`src/rtl/toi2s_pkg.sv`:
```
// Shared defaults and FSM state type for the I2S receiver.
//   DATA_W_DEF  : default captured sample width per channel
//   TIMEOUT_DEF : default clk cycles between bck rising edges before lock is lost
//   state_e     : receiver framing state
package toi2s_pkg;

   localparam int unsigned DATA_W_DEF  = 16;
   localparam int unsigned TIMEOUT_DEF = 1023;

   typedef enum logic [1:0] {
      ST_WAIT     = 2'd0,
      ST_RX_LEFT  = 2'd1,
      ST_RX_RIGHT = 2'd2
   } state_e;

endpackage

```
`src/rtl/sync_2ff.sv`:
```
// Two-flop synchronizer for a single asynchronous input bit.
//   clk   : destination clock
//   reset : asynchronous active-high reset, clears both flops
//   d     : asynchronous input
//   q     : synchronized output (2 clk latency)
module sync_2ff (
   input  logic clk,
   input  logic reset,
   input  logic d,
   output logic q
);

   logic meta;

   always_ff @(posedge clk or posedge reset) begin
      if (reset) begin
         meta <= 1'b0;
         q    <= 1'b0;
      end else begin
         meta <= d;
         q    <= meta;
      end
   end

endmodule

```
`src/rtl/i2s_rx.sv`:
```
// I2S receiver: oversamples bck/ws/d0 on clk, deframes left/right slots and
// presents the last complete stereo pair, MSB-aligned.
//   clk, reset       : system clock, asynchronous active-high reset
//   ena              : receive enable; low forces WAIT
//   i2s_bck/ws/d0    : asynchronous I2S bit clock, word select, data
//   left_data        : last complete left sample
//   right_data       : last complete right sample
//   sample_valid     : one-clk pulse when the pair has been updated
//   locked           : high while frames are being received
module i2s_rx
   import toi2s_pkg::*;
#(
   parameter int unsigned DATA_W  = DATA_W_DEF,
   parameter int unsigned TIMEOUT = TIMEOUT_DEF
) (
   input  logic              clk,
   input  logic              reset,
   input  logic              ena,
   input  logic              i2s_bck,
   input  logic              i2s_ws,
   input  logic              i2s_d0,
   output logic [DATA_W-1:0] left_data,
   output logic [DATA_W-1:0] right_data,
   output logic              sample_valid,
   output logic              locked
);

   localparam int unsigned CNT_W = $clog2(DATA_W + 1);
   localparam int unsigned TMR_W = (TIMEOUT < 2) ? 1 : $clog2(TIMEOUT + 1);

   logic              bck_s, ws_s, d_s;
   logic              bck_d_q;
   logic              bck_rise_c;
   logic              bit_stb_q, bit_ws_q, bit_d_q;
   logic              prev_ws_q;
   logic              ws_change_c;
   logic              timeout_c;
   logic [TMR_W-1:0]  tmr_q;
   logic [CNT_W-1:0]  bit_cnt_q;
   logic [DATA_W-1:0] shift_q;
   logic [DATA_W-1:0] stage_q;
   logic [DATA_W-1:0] word_c;
   logic              commit_left_c, commit_right_c;
   state_e            state_q, state_next;

   sync_2ff u_sync_bck (.clk(clk), .reset(reset), .d(i2s_bck), .q(bck_s));
   sync_2ff u_sync_ws  (.clk(clk), .reset(reset), .d(i2s_ws),  .q(ws_s));
   sync_2ff u_sync_d0  (.clk(clk), .reset(reset), .d(i2s_d0),  .q(d_s));

   // Edge detect, word-select change and timeout (bck edge wins over timeout)
   always_comb begin
      bck_rise_c  = bck_s & ~bck_d_q;
      ws_change_c = bit_stb_q & (bit_ws_q ^ prev_ws_q);
      timeout_c   = (tmr_q == TMR_W'(TIMEOUT)) & ~bck_rise_c;
   end

   // Current slot word with the strobed bit merged in; bits past DATA_W are dropped
   always_comb begin
      word_c = shift_q;
      for (int unsigned i = 0; i < DATA_W; i++) begin
         if (bit_cnt_q == CNT_W'(DATA_W - 1 - i)) word_c[i] = bit_d_q;
      end
   end

   // State register
   always_ff @(posedge clk or posedge reset) begin
      if (reset) state_q <= ST_WAIT;
      else       state_q <= state_next;
   end

   // Next state and commit strobes
   always_comb begin
      state_next     = state_q;
      commit_left_c  = 1'b0;
      commit_right_c = 1'b0;
      if (!ena || timeout_c) begin
         state_next = ST_WAIT;
      end else if (ws_change_c) begin
         case (state_q)
            ST_WAIT: begin
               if (!bit_ws_q) state_next = ST_RX_LEFT;
            end
            ST_RX_LEFT: begin
               if (bit_ws_q) begin
                  commit_left_c = 1'b1;
                  state_next    = ST_RX_RIGHT;
               end
            end
            ST_RX_RIGHT: begin
               if (!bit_ws_q) begin
                  commit_right_c = 1'b1;
                  state_next     = ST_RX_LEFT;
               end
            end
            default: state_next = ST_WAIT;
         endcase
      end
   end

   // Bit pipeline, slot shifter, timeout counter and output registers.
   // The strobed bit is registered once after the edge so a commit lands
   // sample_valid three clk after the pin edge is first captured.
   always_ff @(posedge clk or posedge reset) begin
      if (reset) begin
         bck_d_q      <= 1'b0;
         bit_stb_q    <= 1'b0;
         bit_ws_q     <= 1'b0;
         bit_d_q      <= 1'b0;
         prev_ws_q    <= 1'b0;
         tmr_q        <= '0;
         bit_cnt_q    <= '0;
         shift_q      <= '0;
         stage_q      <= '0;
         left_data    <= '0;
         right_data   <= '0;
         sample_valid <= 1'b0;
         locked       <= 1'b0;
      end else begin
         bck_d_q   <= bck_s;
         bit_stb_q <= bck_rise_c;
         if (bck_rise_c) begin
            bit_ws_q <= ws_s;
            bit_d_q  <= d_s;
         end
         // ws history is kept even when disabled so a restart sees only real changes
         if (bit_stb_q) prev_ws_q <= bit_ws_q;

         if (!ena || bck_rise_c || timeout_c) tmr_q <= '0;
         else                                 tmr_q <= tmr_q + TMR_W'(1);

         if (!ena || ws_change_c) begin
            bit_cnt_q <= '0;
            shift_q   <= '0;
         end else if (bit_stb_q) begin
            shift_q <= word_c;
            if (bit_cnt_q != CNT_W'(DATA_W)) bit_cnt_q <= bit_cnt_q + CNT_W'(1);
         end

         if (commit_left_c) stage_q <= word_c;

         sample_valid <= commit_right_c;
         if (commit_right_c) begin
            left_data  <= stage_q;
            right_data <= word_c;
         end

         if (state_next == ST_WAIT) locked <= 1'b0;
         else if (commit_right_c)   locked <= 1'b1;
      end
   end

endmodule

```
`config.mk`:
```
export PLATFORM = sky130hd
export DESIGN_NAME = i2s_rx
export DESIGN_NICKNAME = d
export VERILOG_FILES = /design/src/rtl/toi2s_pkg.sv /design/src/rtl/sync_2ff.sv /design/src/rtl/i2s_rx.sv
export SDC_FILE = /design/constraint.sdc
export NUM_CORES = 1
export LEC_CHECK = 0
export BUFFER_PORTS_ARGS = -buffer_cell sky130_fd_sc_hd__buf_2
export CAP_MARGIN = 20
export CORE_MARGIN = 2
export CORE_UTILIZATION = 45
export CTS_CLUSTER_SIZE = 24
export DETAILED_ROUTE_END_ITERATION = 8
export HOLD_SLACK_MARGIN = 0.06
export SETUP_SLACK_MARGIN = 0.15
export SLEW_MARGIN = 40
export SYNTH_ARGS = -nofsm -noshare
export SYNTH_HDL_FRONTEND = slang
export SYNTH_SLANG_ARGS = --single-unit
export TNS_END_PERCENT = 100
```
`constraint.sdc`:
```
create_clock -name clk -period 5.9 [get_ports clk]
set_input_delay 1.77 -clock clk [delete_from_list [all_inputs] [get_ports clk]]
set_output_delay 1.77 -clock clk [all_outputs]
set_load 0.005 [all_outputs]
```
==> metrics.txt <==
outcome=complete, no violations; die footprint=10,180 um^2; Initial Util=45.95%; worst skew pair latency=0.36 ns; Final Max Tran Viols=0; synthesized area=4225 um^2; H-tree Lvls=3; Pwr Density=268.7 nW/um^2; gr ovfl total=0; unrepaired setup endpoints after global routing=false; hold_buf cts=0; DR iter-0 viols=119; final worst-path cycle share=50.49%; main combinational cell family by area after synthesis=multiplexers; placer congestion estimate=0.7794; first-pass GRT wire length=12,390 um; die height=100.9 um; fraction of registers with async set/reset=100.0%; diode count=0; DR vias/cell=5.233; total power=0.001269 W; Synth area leaders=dfrtp_1, mux2_4, mux2_2, nor2_1, nor3_1; largest net degree at the start of global routing=49; Syn Area/Cell=12.61 um^2; Synth Area in Adders=1.777%; post-CTS setup buffer count=0; Finished Layout Cells=484; post-synthesis register bit count=94; post-synth top area share=55.67%; critical path arrival=3.22 ns; final worst clock skew=0.01245 ns; Sum Neg Setup Slack=0 ns; simple logic cell fraction of the synthesized area=13.59%; Synth area leader=dfrtp_1; post-cts sizing count=0; Crit. End Element=flop; nets@finish=380; CP required=6.14 ns; number of flops mapped to enable cells by yosys=0; Clock Path Buffers=2; yosys warns=0; Syn Nets=347; Setup violations, final=0; CP Max Fanout=33; WL per Instance=14.99 um; port bufs=39; instance area at placement=4481 um^2; design area=4723 um^2; synth cell count leaders=dfrtp_1, nor2_1, mux2_2; top_reg_cell synth=dfrtp_1; CTS Buf Count=9; Die Width=100.9 um; final hold viol count=0; num ports=40; drt first pass iters=4; Rel. slew slack=48.46%; DRT Wirelength=7257 um; sequential share of the synthesized area=55.67%; crit path time final=2.979 ns; Core Footprint=9196 um^2; vias=2,533; XOR/XNOR Fraction of Synth Area=2.280%; DRC=0; HP Class=flop to flop; multiplexer area fraction after synthesis=20.17%; clk sinks=94; CP startpoint kind=input pin; DP Wirelength=4574 um; Area growth syn-to-layout=11.79%; GRT Resource Usage Total=15.38%; Routed Antenna Nets=0; Leak=2.398 nW; Post-Place Cells=468; layout cell share with drive strength beyond 1=34.05%; Distinct cells, synth=37; crit path kind=input pin to flop; vias in the first global route=2,554; Synth Area in Compound Gates=3.020%; Max Cap Viol=0; CTS tree=done; row count=35; Gate Count Post-Synth=335; worst hold slack=0.3563 ns; antenna violations before repair=0; CTS root buf=clkbuf_8; count leader, synth=dfrtp_1; Highest Clock Rate=0.3357 GHz; VDD IR max=126.5 uV; Worst-Margin Slew=0.7712 ns; CTS clk-pin slew, worst paths=0.09 ns
[power by group]
group	internal, W	switching, W
logic	0.0000304	0.0000483
registers	0.000661	0.0000205
clock network	0.000285	0.000224
[kinds of logic (layout without fill, tap and decap cells)]
logic type | after synthesis | count (layout)
adder cells (fa/ha/maj) | 6 | 6
AO/OA/AOI/OAI | 21 | 21
AND/OR/NAND/NOR | 107 | 107
XOR/XNOR | 11 | 11
multiplexers | 66 | 66
flip-flops | 94 | 94
buffers and inverters | 30 | 68
[cell type report]
type,count,area [um^2]
Clock buffer,10,127.6
Fill cell,795,4473
Multi-Input combinational cell,211,1735
Sequential cell,94,2352
Inverter,11,43.79
Clock inverter,6,115.1
Timing Repair Buffer,41,210.2
Tap cell,111,138.9
[layout by cell type (no fill, tap or decap), types with 2 or more instances in the layout]
cell / count
nor2_1: 40
nand2b_1: 3
a21oi_1: 8
nand3_1: 6
and4_1: 2
buf_4: 2
ha_1: 6
bufinv_16: 3
mux2_4: 29
nor4b_1: 3
nor4bb_1: 9
xor2_1: 8
dfrtp_1: 94
inv_6: 2
nand2_1: 10
nor3_1: 18
buf_2: 39
and3_1: 2
clkbuf_8: 9
inv_1: 9
xnor2_1: 3
nand4_1: 3
o21ai_0: 7
nand4b_1: 3
mux2_2: 37
[worst max-delay path: stages]
cell	delay, ns
buf_2	0.11
inv_1	0.04
a41o_1	0.28
or3_4	0.62
mux2_4	0.38
[state kept, by name, summed over array words and instances (netlist names)]
| name | flops |
|---|---|
| bck_d_q | 1 |
| bit_cnt_q | 5 |
| bit_d_q | 1 |
| bit_stb_q | 1 |
| bit_ws_q | 1 |
| left_data | 16 |
| locked | 1 |
| prev_ws_q | 1 |
| right_data | 16 |
| sample_valid | 1 |
| shift_q | 16 |
| stage_q | 16 |
| state_q | 2 |
| tmr_q | 10 |
| u_sync_bck.meta | 1 |
| u_sync_bck.q | 1 |
| u_sync_d0.meta | 1 |
| u_sync_d0.q | 1 |
| u_sync_ws.meta | 1 |
| u_sync_ws.q | 1 |
[metrics by stage]
| stage | setup slack, ns | utilization [%] |
|---|---|---|
| global placement | 2.276 | 48.63 |
| floorplan | 1.681 | - |
| CTS | 2.935 | 51.36 |
| detailed placement | 2.554 | 48.72 |
| global route | 2.888 | 51.36 |
| finish | 2.921 | 51.36 |
[worst paths after layout]
| path | slack, ns | to | cells past startpoint | from |
|---|---|---|---|---|
| setup / recovery | 2.92 | right_data[10] | 5 | ena |
| hold / removal | 0.36 | u_sync_bck.q | 0 | u_sync_bck.meta |
| setup reg to reg | 3.61 | left_data[12] | 5 | tmr_q[0] |
| hold reg to reg | 0.36 | u_sync_bck.q | 0 | u_sync_bck.meta |
| max in group asynchronous | 3.39 | left_data[3] | 3 | reset |
| min in group asynchronous | 1.49 | tmr_q[3] | 2 | reset |
[metal layers]
layer	global-route usage (%)	share of wire, %	up-vias	wire [um]
met2	23.95	45	43	3241
met3	2.774	3.0	11	215
met5	0	0	-	0
li1	-	-	1230	-
met4	5.301	1.6	0	114
met1	21.77	51	1249	3685
(Power assumes the default switching activity.)
